<file path="src/rtl/median_frame_seq.sv">
// rtl/median_frame_seq.sv - frame sequencer for the 3x3 median datapath: window requests, lane packing, output word writes
// Optional MEDF_STATS_EN adds the stat_pix / stat_stall counters.
module median_frame_seq #(
    parameter int PIX_W        = 16,
    parameter int LANES        = 2,
    parameter int PIX_PER_WORD = 4,
    parameter int DIM_W        = 16,
    parameter int ADDR_W       = 21
) (
    input  logic                          pclk,
    input  logic                          prst,
    input  logic                          start,
    input  logic [DIM_W-1:0]              frame_width,
    input  logic [DIM_W-1:0]              frame_height,
    input  logic [ADDR_W-1:0]             wr_base,
    output logic                          win_req,
    output logic [DIM_W-1:0]              win_col,
    output logic [DIM_W-1:0]              win_row,
    input  logic                          win_ack,
    input  logic                          med_valid,
    input  logic [LANES*PIX_W-1:0]        med_data,
    output logic                          med_ready,
    output logic                          wr_en,
    output logic [ADDR_W-1:0]             wr_adr,
    output logic [PIX_PER_WORD*PIX_W-1:0] wr_data,
    input  logic                          wr_ready,
    output logic                          busy,
    output logic                          done,
    output logic                          dim_err
`ifdef MEDF_STATS_EN
    ,
    output logic [31:0]                   stat_pix,
    output logic [31:0]                   stat_stall
`endif
);

    // Two words of buffer: a step straddling a word boundary spills into the upper half.
    localparam int BUF_N = 2 * PIX_PER_WORD;
    localparam int CNT_W = $clog2(BUF_N + 1);
    localparam logic [CNT_W-1:0] PPW_C = CNT_W'(PIX_PER_WORD);

    typedef enum logic [1:0] {S_IDLE, S_REQ, S_WAIT, S_WRITE} state_t;

    state_t           state;
    logic [DIM_W-1:0] wm2, hm2, col, row;
    logic [CNT_W-1:0] fill;
    logic             last_step;
    logic [PIX_W-1:0] pbuf [BUF_N];

    logic [DIM_W-1:0] rem_cols, n_valid, col_nx, row_nx;
    logic [CNT_W-1:0] fill_nx, fill_rem;
    logic             last_nx;

    assign win_col = col;
    assign win_row = row;

    always_comb begin
        rem_cols = wm2 - col;
        n_valid  = (rem_cols < DIM_W'(LANES)) ? rem_cols : DIM_W'(LANES);
        fill_nx  = fill + CNT_W'(n_valid);
        col_nx   = col + DIM_W'(LANES);
        row_nx   = row;
        if (col_nx >= wm2) begin
            col_nx = '0;
            row_nx = row + DIM_W'(1);
        end
        last_nx  = (row_nx == hm2);
        fill_rem = (fill >= PPW_C) ? fill - PPW_C : '0;
        for (int k = 0; k < PIX_PER_WORD; k++)
            wr_data[k*PIX_W +: PIX_W] = pbuf[k];
    end

`ifdef MEDF_STATS_EN
    logic [CNT_W-1:0] word_pix;
    assign word_pix = (fill >= PPW_C) ? PPW_C : fill;
`endif

    always_ff @(posedge pclk or posedge prst) begin
        if (prst) begin
            state     <= S_IDLE;
            wm2       <= '0;
            hm2       <= '0;
            col       <= '0;
            row       <= '0;
            fill      <= '0;
            last_step <= 1'b0;
            for (int j = 0; j < BUF_N; j++) pbuf[j] <= '0;
            win_req   <= 1'b0;
            med_ready <= 1'b0;
            wr_en     <= 1'b0;
            wr_adr    <= '0;
            busy      <= 1'b0;
            done      <= 1'b0;
            dim_err   <= 1'b0;
`ifdef MEDF_STATS_EN
            stat_pix   <= '0;
            stat_stall <= '0;
`endif
        end else begin
            done <= 1'b0;
            case (state)
                S_IDLE: if (start) begin
                    wm2       <= frame_width - DIM_W'(2);
                    hm2       <= frame_height - DIM_W'(2);
                    col       <= '0;
                    row       <= '0;
                    fill      <= '0;
                    last_step <= 1'b0;
                    wr_adr    <= wr_base;
                    for (int j = 0; j < BUF_N; j++) pbuf[j] <= '0;
`ifdef MEDF_STATS_EN
                    stat_pix   <= '0;
                    stat_stall <= '0;
`endif
                    if (frame_width < DIM_W'(3) || frame_height < DIM_W'(3)) begin
                        dim_err <= 1'b1;
                        done    <= 1'b1;
                    end else begin
                        dim_err <= 1'b0;
                        busy    <= 1'b1;
                        win_req <= 1'b1;
                        state   <= S_REQ;
                    end
                end
                S_REQ: if (win_ack) begin
                    win_req   <= 1'b0;
                    med_ready <= 1'b1;
                    state     <= S_WAIT;
                end
                S_WAIT: if (med_valid) begin
                    // Lanes past the row end are dropped; kept lanes land at fill, fill+1, ...
                    for (int j = 0; j < BUF_N; j++)
                        for (int i = 0; i < LANES; i++)
                            if (DIM_W'(i) < n_valid && CNT_W'(j) == fill + CNT_W'(i))
                                pbuf[j] <= med_data[i*PIX_W +: PIX_W];
                    fill      <= fill_nx;
                    col       <= col_nx;
                    row       <= row_nx;
                    last_step <= last_nx;
                    med_ready <= 1'b0;
                    if (fill_nx >= PPW_C || last_nx) begin
                        wr_en <= 1'b1;
                        state <= S_WRITE;
                    end else begin
                        win_req <= 1'b1;
                        state   <= S_REQ;
                    end
                end
                S_WRITE: begin
                    if (wr_ready) begin
                        wr_adr <= wr_adr + ADDR_W'(1);
                        for (int j = 0; j < PIX_PER_WORD; j++) begin
                            pbuf[j]                <= pbuf[j+PIX_PER_WORD];
                            pbuf[j+PIX_PER_WORD]   <= '0;
                        end
                        fill <= fill_rem;
`ifdef MEDF_STATS_EN
                        stat_pix <= stat_pix + 32'(word_pix);
`endif
                        if (!last_step) begin
                            wr_en   <= 1'b0;
                            win_req <= 1'b1;
                            state   <= S_REQ;
                        end else if (fill_rem == '0) begin
                            wr_en <= 1'b0;
                            busy  <= 1'b0;
                            done  <= 1'b1;
                            state <= S_IDLE;
                        end
                    end
`ifdef MEDF_STATS_EN
                    else stat_stall <= stat_stall + 32'd1;
`endif
                end
                default: state <= S_IDLE;
            endcase
        end
    end

endmodule
</file>
<file path="config.mk">
export PLATFORM = sky130hd
export DESIGN_NAME = median_frame_seq
export DESIGN_NICKNAME = d
export VERILOG_FILES = /design/src/rtl/median_frame_seq.sv
export SDC_FILE = /design/constraint.sdc
export NUM_CORES = 1
export LEC_CHECK = 0
export BUFFER_PORTS_ARGS = -buffer_cell sky130_fd_sc_hd__buf_2
export CORE_ASPECT_RATIO = 1.25
export CORE_UTILIZATION = 30
export DETAILED_ROUTE_END_ITERATION = 8
export GPL_ROUTABILITY_DRIVEN = 0
export PLACE_DENSITY = 0.46
export SKIP_CTS_REPAIR_TIMING = 1
export SLEW_MARGIN = 30
export SYNTH_ARGS = -nofsm -noshare
export SYNTH_HDL_FRONTEND = slang
export SYNTH_SLANG_ARGS = --single-unit
</file>
<file path="constraint.sdc">
create_clock -name pclk -period 7.14 [get_ports pclk]
set_input_delay 0.357 -clock pclk [delete_from_list [all_inputs] [get_ports pclk]]
set_output_delay 0.357 -clock pclk [all_outputs]
set_load 0.02 [all_outputs]
</file>
==> results of run 1 <==
[per-layer routing]
layer / global-route usage [%] / part of all wire, %
met1: 22.24 / 41
met2: 33.86 / 51
met3: 2.849 / 5.0
met4: 5.714 / 2.7
met5: 0 / 0.048
[final timing paths]
check	startpoint	endpoint	slack, ns	depth (start not counted)
max reg2reg	win_col[1]	wr_en	1.73	18
min in group asynchronous	prst	win_col[1]	0.45	3
max in group asynchronous	prst	wr_data[8]	5.48	4
max	win_col[1]	wr_en	1.73	18
min	frame_height[0]	hm2[0]	0.03	3
min reg2reg	pbuf[60]	pbuf[60]	0.48	2
[placed cells by master, fill, tap and decap left out, drive strengths merged, types with 4 or more instances in the layout]
master	Yosys	final
a21oi	134	134
nand2b	12	12
a31o	4	4
a22o	12	12
o21a	7	7
mux2	18	18
nand3	57	57
o21ai	165	165
and2	12	12
mux2i	109	109
nor2b	9	9
or4	6	6
inv	50	50
a211oi	5	5
clkinv	1	6
nor2	148	148
or2	6	6
ha	43	43
clkbuf	80	44
nor4	8	8
o22ai	16	16
xor2	17	17
a31oi	25	25
and3	15	15
nand2	245	245
o211ai	5	5
o31ai	10	10
or3	8	8
a311oi	50	50
nor3	34	34
buf	94	229
dfrtp	225	225
nand4	7	7
xnor2	48	48
[sequential cells by signal (all words and copies together), names as in the netlist, 2 cells and up]
| signal | cells |
|---|---|
| state | 2 |
| hm2 | 16 |
| wr_adr | 21 |
| fill | 4 |
| win_col | 15 |
| wm2 | 16 |
| win_row | 16 |
| wr_data | 64 |
| pbuf | 64 |
[report_power, final]
part	switching [mW]	internal, mW	leakage (nW)
Combinational	2.84	1.53	3.97
Clock	0.581	0.840	0.445
Sequential	0.394	1.76	2.90
[stage by stage]
stage / instance area, um2 / util [%]
after CTS: 17050 / 34.51
final: 17070 / 34.54
after global routing: 17070 / 34.54
after floorplan: 15050 / -
after global placement: 16110 / 32.61
after detailed placement: 16150 / 32.67
[kinds of logic after synthesis]
| group | count (synthesis) | synth area share (%) |
|---|---|---|
| simple gates | 580 | 17.94 |
| mux | 127 | 8.850 |
| other cells | 1 | 0.02493 |
| compound gates | 474 | 20.15 |
| flops | 225 | 37.43 |
| xor+xnor | 65 | 3.785 |
| buf+inv | 225 | 7.969 |
| fa+ha+maj | 45 | 3.843 |
[critical path, cell delays in order, from the launching register on]
cell	delay (ns)
dfrtp_1	0.47
ha_1	0.23
nand3_1	0.15
nor4_1	0.79
and3_1	0.37
nand3_1	0.11
xnor2_1	0.16
ha_1	0.30
nand2_1	0.07
nor2_1	0.12
and2_1	0.18
o21ai_2	0.13
a21oi_2	0.36
nand2_1	0.20
or4b_2	0.66
o21a_1	0.14
nor4b_2	0.52
o2111ai_1	0.20
o211ai_1	0.14
[layout make-up]
cell class,count,area [um2]
antenna,1,2.502
timing repair buffer,230,1219
fill,5255,32350
clock inverter,7,66.31
multi-input combinational,1294,8293
tap,651,814.5
inverter,51,198.9
sequential,225,5630
clock buffer,44,842.1
==> flow_summary.yaml, run 1 <==
timing:
  fmax_ghz: 0.1848
  final.setup.tns_ns: 0
  slew_violations: 0
  worstMarginPinSlew_ns: 0.9801
  hold_viol_final: 0
  skew_ns: 0.01543
  hold_ws_ns: 0.02990
  setup_violations: 0
  slew_headroom_pct: 34.66
  period_needed_ns: 5.411
  rsz0062_at_grt: "false"
  fin_ws_ns: 1.729
  fin_crit_sh_pct: 75.79
critical_path:
  path_class: "flop to flop"
  endpoint_kind: "flop"
  critPathMaxFanout: 8
  arrival_ns: 5.89
  cp-start-kind: "flop"
  required_ns: 7.61
routing:
  num_vias: 12980
  ant_nets: 0
  drc: 0
  wl_per_cell_um: 19.14
  routed_wl_um: 47900
  viasPerCell: 5.187
  drtPass1Iterations: 7
  drt_iter0_drc: 534
yosys:
  synth_cell_types: 99
  yosysMostFrequentCell: "nand2_1"
  synth-seq-cells: 225
  syn-mean-instance-area_um2: 8.635
  yosys-top-cells-area: "dfrtp_1 37%, mux2i_1 7.3%, nand2_1 6.1%"
  ys_warn_count: 0
  synth_top_area_share_pct: 37.43
  async_flop_share_pct: 100.0
  synth_area_um2: 15040
  ys.flop_type: "dfrtp_1"
  synthCells: 1742
  synth_edf_count: 0
  synth_seq_area_share_pct: 37.43
  netlist_top_cells_count: "245 x nand2_1, 225 x dfrtp_1, 142 x o21ai_0, 134 x nor2_1, 113 x a21oi_1"
  yosys.area.top_type: "dfrtp_1"
cts:
  htree_levels: 1
  insertion_delay_ns: 0.57
  cts_sinks: 225
  cts_buffers: 29
  clockRootBuffer: "clkbuf_16"
  cts_buffer_depth: 3
  clkTransAtPathRegs_ns: 0.06
  cts_tree: "built"
finish:
  instances_no_fill: 2503
  final_layout_size_suffix_gt1_share_pct: 19.07
  fin_nets: 1967
  area_growth_pct: 13.46
global_routing:
  grt_pass1_vias: 12990
  grt_pass1_wl_um: 75240
  grt_max_degree: 129
  grt.total_usage_pct: 18.59
  grt.overflow.total: 0
  antenna_found_initial: 3
floorplanning:
  die_w_um: 202.3
  coreArea_um2: 49410
  die_area_um2: 51050
  pin_count: 214
  die_h_um: 252.4
  start_util_pct: 30.44
  row_count: 91
place:
  hpwl_um: 33560
  portBuffers: 212
  dpl_worst_slack_ns: 1.760
  post-place-cells: 2450
worst_hold_path:
  hp-class: "input port to flop"
power:
  total_power_mw: 7.945
  ir_drop_mv: 0.2276
  powerDensity_nw_per_um2: 465.5
  p_leak_nw: 7.306
status:
  status: "finished, final reports clean"
flow_run:
  cap_viol_max_count: 0
Note: power is estimated with default switching activity, not from simulation.
==> inputs of run 2 (changes only) <==
--- a/config.mk
+++ b/config.mk
@@ -5,12 +5,13 @@
 export SDC_FILE = /design/constraint.sdc
 export NUM_CORES = 1
 export LEC_CHECK = 0
+export ABC_AREA = 1
 export BUFFER_PORTS_ARGS = -buffer_cell sky130_fd_sc_hd__buf_2
 export CORE_ASPECT_RATIO = 1.25
 export CORE_UTILIZATION = 30
 export DETAILED_ROUTE_END_ITERATION = 8
 export GPL_ROUTABILITY_DRIVEN = 0
-export PLACE_DENSITY = 0.46
+export PLACE_DENSITY = 0.48
 export SKIP_CTS_REPAIR_TIMING = 1
 export SLEW_MARGIN = 30
 export SYNTH_ARGS = -nofsm -noshare
==> constraint.sdc (replaced) <==
create_clock -name pclk -period 4.68 [get_ports pclk]
set_input_delay 0.234 -clock pclk [delete_from_list [all_inputs] [get_ports pclk]]
set_output_delay 0.234 -clock pclk [all_outputs]
set_load 0.02 [all_outputs]
==> flow_summary.yaml, run 2 <==
routing:
  routed_wl_um: 51470
  ant_nets: 0
  wl_per_cell_um: 16.18
  num_vias: 15220
  drt_iter0_drc: 1005
  drc: 2
  viasPerCell: 4.787
  drtPass1Iterations: 9
timing:
  final.setup.tns_ns: 0
  setup_violations: 0
  fmax_ghz: 0.2348
  slew_violations: 0
  period_needed_ns: 4.259
  skew_ns: 0.02594
  fin_crit_sh_pct: 91.00
  fin_ws_ns: 0.4214
  slew_headroom_pct: 35.04
  hold_viol_final: 5
  worstMarginPinSlew_ns: 0.9742
  rsz0062_at_grt: "false"
  hold_ws_ns: -0.02046
critical_path:
  worstReg2RegEnd: "state[1]"
  cpMostUsedCell: "nand2_1"
  reg2reg_depth: 30
  endpoint_kind: "flop"
  cp-start-kind: "flop"
  cp_top_family: "simple AND/OR/NAND/NOR gates"
  reg2reg_slack_ns: 0.42
  cpPeakStageDelay_ns: 0.34
  path_class: "flop to flop"
  crit_buf_inv: 4
  rr_startpoint: "win_col[1]"
  arrival_ns: 4.74
  crit_slowest_cell: "dfrtp_1"
  required_ns: 5.16
  critPathMaxFanout: 19
floorplanning:
  die_area_um2: 53420
  coreArea_um2: 51660
  row_count: 93
  pin_count: 214
  die_w_um: 206.9
  die_h_um: 258.2
  start_util_pct: 30.48
cts:
  insertion_delay_ns: 0.58
  clkTransAtPathRegs_ns: 0.06
  cts_buffer_depth: 3
  htree_levels: 1
  cts_buffers: 28
  cts_tree: "built"
  clockRootBuffer: "clkbuf_16"
  cts_sinks: 225
finish:
  antennaDiodeCount: 0
  seq_area_um2: 5630
  post-route-util_pct: 35.40
  final_common_cell: "nand2_1"
  layout_common_cells: "905 x nand2_1, 236 x nand3_1, 225 x dfrtp_1"
  fin_nets: 2631
  n_fill_cell: 5661
  final_layout_size_suffix_gt1_share_pct: 14.00
  area_growth_pct: 16.14
  multi_input_area_um2: 8479
yosys:
  synth_seq_area_share_pct: 35.75
  netlist_top_cells_count: "906 x nand2_1, 236 x nand3_1, 225 x dfrtp_1, 206 x inv_1, 183 x nor2_1"
  ys.flop_type: "dfrtp_1"
  synth_edf_count: 0
  yosys.area.top_type: "dfrtp_1"
  synth_top_area_share_pct: 35.75
  synth_cell_types: 52
  async_flop_share_pct: 100.0
  yosys-top-cells-area: "dfrtp_1 36%, nand2_1 22%, nand3_1 7.5%"
  ys_warn_count: 0
  synthCells: 2354
  syn-mean-instance-area_um2: 6.690
  yosysMostFrequentCell: "nand2_1"
  synth-seq-cells: 225
  synth_area_um2: 15750
status:
  failed_checks: "DRC, hold timing"
  status: "finished, violations left"
global_routing:
  grt_max_degree: 150
  antenna_found_initial: 0
  grt.overflow.total: 0
  grt.total_usage_pct: 19.28
  grt_pass1_vias: 14640
  grt_pass1_wl_um: 81850
power:
  p_leak_nw: 9.805
  ir_drop_mv: 0.2725
  powerDensity_nw_per_um2: 629.1
worst_hold_path:
  hp-start: "frame_height[8]"
  min_to: "hm2[8]"
  hp-class: "input port to flop"
  whs_path_depth: 3
flow_run:
  cap_viol_max_count: 0
place:
  dpl_worst_slack_ns: 0.1074
  portBuffers: 212
  hpwl_um: 37220
## run 2: worst max-delay path by stage
stage | end | start | slack, ns | cells past startpoint
after global routing | win_req | win_col[3] | 0.002 | 29
after CTS | state[1] | win_col[3] | 0.09 | 25
final | state[1] | win_col[1] | 0.42 | 30
after global placement | win_req | win_col[3] | 0.20 | 26
after floorplan | win_req | win_col[1] | 0.62 | 28
after detailed placement | state[1] | win_col[2] | 0.11 | 25
## run 2: layer usage
layer  vias up  part of all wire (%)  GRT usage (%)
li1       7707                     -              -
met1      7056                    44          24.95
met2       378                    47          32.46
met3        81                   5.6          3.054
met4         0                   3.0          6.164
met5         -                     0              0
## run 2: logic make-up (layout without fill, tap and decap cells)
family | after synthesis | in the layout | share of synthesized area [%]
AND/OR/NAND/NOR | 1411 | 1411 | 37.30
buffers and inverters | 371 | 530 | 10.88
AO/OA/AOI/OAI | 241 | 241 | 8.985
flip-flops | 225 | 225 | 35.75
XOR/XNOR | 59 | 59 | 3.329
adder cells (fa/ha/maj) | 45 | 45 | 3.670
other | 1 | 3 | 0.02381
multiplexers | 1 | 1 | 0.06356
## run 2: through the flow
step	cell area (um2)	std cells	hold WS (ns)	total power, mW
after global placement	16990	3100	0.4479	9.225
after detailed placement	17000	3100	0.4571	9.307
after CTS	17960	3150	-0.1479	11.67
after floorplan	15760	2356	0.3436	7.591
after global routing	18290	3180	0.0004487	12.53
final	18290	3180	-0.02046	11.51
## run 2: where the power goes
part	total, mW	internal [mW]	switching [mW]
clock	2.29	1.38	0.901
combinational	6.29	1.87	4.41
sequential	2.94	2.54	0.398
total	11.5	5.79	5.71
## run 2: cell type report
cell class / count / share of cell area [%]
timing repair buffer: 270 / 8.708
tap: 665 / 4.549
sequential: 225 / 30.78
clock inverter: 9 / 0.7320
clock buffer: 41 / 4.536
inverter: 210 / 4.330
multi-input combinational: 1760 / 46.36
## run 2: worst min-delay path, delay by kind of cell
kind | cells | cell delay [ns]
buf+inv | 1 | 0.11
xor+xnor | 1 | 0.11
compound gates | 1 | 0.06
==> inputs of run 3 (changes only) <==
--- a/config.mk
+++ b/config.mk
@@ -5,7 +5,6 @@
 export SDC_FILE = /design/constraint.sdc
 export NUM_CORES = 1
 export LEC_CHECK = 0
-export ABC_AREA = 1
 export BUFFER_PORTS_ARGS = -buffer_cell sky130_fd_sc_hd__buf_2
 export CORE_ASPECT_RATIO = 1.25
 export CORE_UTILIZATION = 30
@@ -13,7 +12,7 @@
 export GPL_ROUTABILITY_DRIVEN = 0
 export PLACE_DENSITY = 0.48
 export SKIP_CTS_REPAIR_TIMING = 1
-export SLEW_MARGIN = 30
+export SLEW_MARGIN = 20
 export SYNTH_ARGS = -nofsm -noshare
 export SYNTH_HDL_FRONTEND = slang
 export SYNTH_SLANG_ARGS = --single-unit
==> flow_summary.yaml, run 3 (synthesis gave the netlist of run 1 again) <==
floorplanning:
  coreArea_um2: 49410
  die_h_um: 252.4
  row_count: 91
  pin_count: 214
  die_area_um2: 51050
  die_w_um: 202.3
  start_util_pct: 30.44
status:
  failed_checks: "hold timing"
  status: "finished, violations left"
finish:
  fin_nets: 2034
  layout_common_cells: "244 x nand2_1, 220 x dfrtp_1, 212 x buf_2"
  final_layout_size_suffix_gt1_share_pct: 21.56
  instances_no_fill: 2572
  final_common_cell: "nand2_1"
  final_area_um2: 17910
  area_growth_pct: 19.04
  post-route-util_pct: 36.24
timing:
  skew_ns: 0.01240
  period_needed_ns: 4.393
  setup_violations: 0
  fmax_ghz: 0.2276
  fin_crit_sh_pct: 93.87
  hold_viol_final: 4
  slew_violations: 0
  final.setup.tns_ns: 0
  hold_ws_ns: -0.02321
  slew_headroom_pct: 44.00
  worstMarginPinSlew_ns: 0.8401
place:
  post-place-cells: 2469
  portBuffers: 212
  dpl-instance-area_um2: 16280
  hpwl_um: 33540
routing:
  viasPerCell: 5.152
  wl_per_cell_um: 18.47
  num_vias: 13250
  drtPass1Iterations: 5
  ant_nets: 0
  routed_wl_um: 47500
  drc: 0
  drt_iter0_drc: 643
cts:
  htree_levels: 1
  clkTransAtPathRegs_ns: 0.06
  cts_buffers: 30
  cts_sinks: 225
  clockRootBuffer: "clkbuf_16"
  cts_buffer_depth: 3
  insertion_delay_ns: 0.57
  cts_tree: "built"
global_routing:
  grt_use_met3_pct: 2.746
  grtUsageMet2_pct: 33.06
  antenna_found_initial: 3
  busiest_layer: "met2"
  grt.overflow.total: 0
  grt.total_usage_pct: 18.29
  met1_usage_pct: 21.70
  grt_max_degree: 126
  grt_pass1_vias: 12990
  grt_pass1_wl_um: 74450
flow_run:
  cap_viol_max_count: 0
worst_hold_path:
  hp-class: "input port to flop"
critical_path:
  cpMostUsedCell: "inv_1"
  arrival_ns: 4.89
  path_class: "flop to flop"
  endpoint_kind: "flop"
  cpPeakStageDelay_ns: 0.49
  cp_top_family: "simple AND/OR/NAND/NOR gates"
  cp-start-kind: "flop"
  crit_buf_inv: 3
  worstPathCellList: "inv_1, ha_2, nor2b_1, a221oi_2, o2111ai_1, or4_1, nor3_2, and3b_1, nand3_2, inv_1, and2_1, ha_1, inv_1, fa_1, xnor2_1, or2_2, or4_1, nand3_1"
  critPathMaxFanout: 5
  required_ns: 5.18
  crit_slowest_cell: "or4_1"
power:
  powerDensity_nw_per_um2: 692.8
  ir_drop_mv: 0.4859
  p_leak_nw: 7.692
==> run 3: worst paths after layout <==
path	start	endpoint	cells after the start	slack, ns
setup / recovery	win_col[5]	win_req	18	0.29
hold reg to reg	pbuf[63]	pbuf[63]	2	0.48
min in group asynchronous	prst	pbuf[44]	3	0.27
setup reg to reg	win_col[5]	win_req	18	0.29
hold / removal	frame_width[15]	wm2[15]	3	-0.02
max in group asynchronous	prst	wr_adr[18]	4	3.34
==> run 3: tightest hold or removal path: stages <==
cell     delay, ns
buf_2         0.09
xnor2_1       0.11
o21ai_0       0.06
==> run 3: area by class of cell <==
type / instances / area, um2
antenna: 1 / 2.502
clock buffer: 48 / 939.7
clock inverter: 6 / 91.34
fill: 5137 / 31510
inverter: 51 / 195.2
multi-input combinational: 1294 / 8412
sequential: 225 / 5637
tap: 651 / 814.5
timing repair buffer: 296 / 1814
==> run 3: metal layers <==
layer	wire length, um	up-vias
met1	19590	6390
met4	1590	4
met3	2171	84
met5	18	-
li1	-	6463
met2	24130	311
==> run 3: per-stage QoR <==
stage,total power [mW],setup slack (ns)
floorplan,8.480,0.1319
global placement,9.920,0.1337
detailed placement,10.02,0.07273
CTS,12.50,0.07675
global route,13.45,-0.04832
finish,12.40,0.2870
==> run 3: power by group <==
part           switching, mW  internal (mW)  total (mW)  leakage, nW
clock network          0.918           1.47        2.39        0.508
registers              0.581           2.69        3.27         2.89
logic                   4.31           2.44        6.74         4.30
total                   5.81           6.60        12.4         7.69
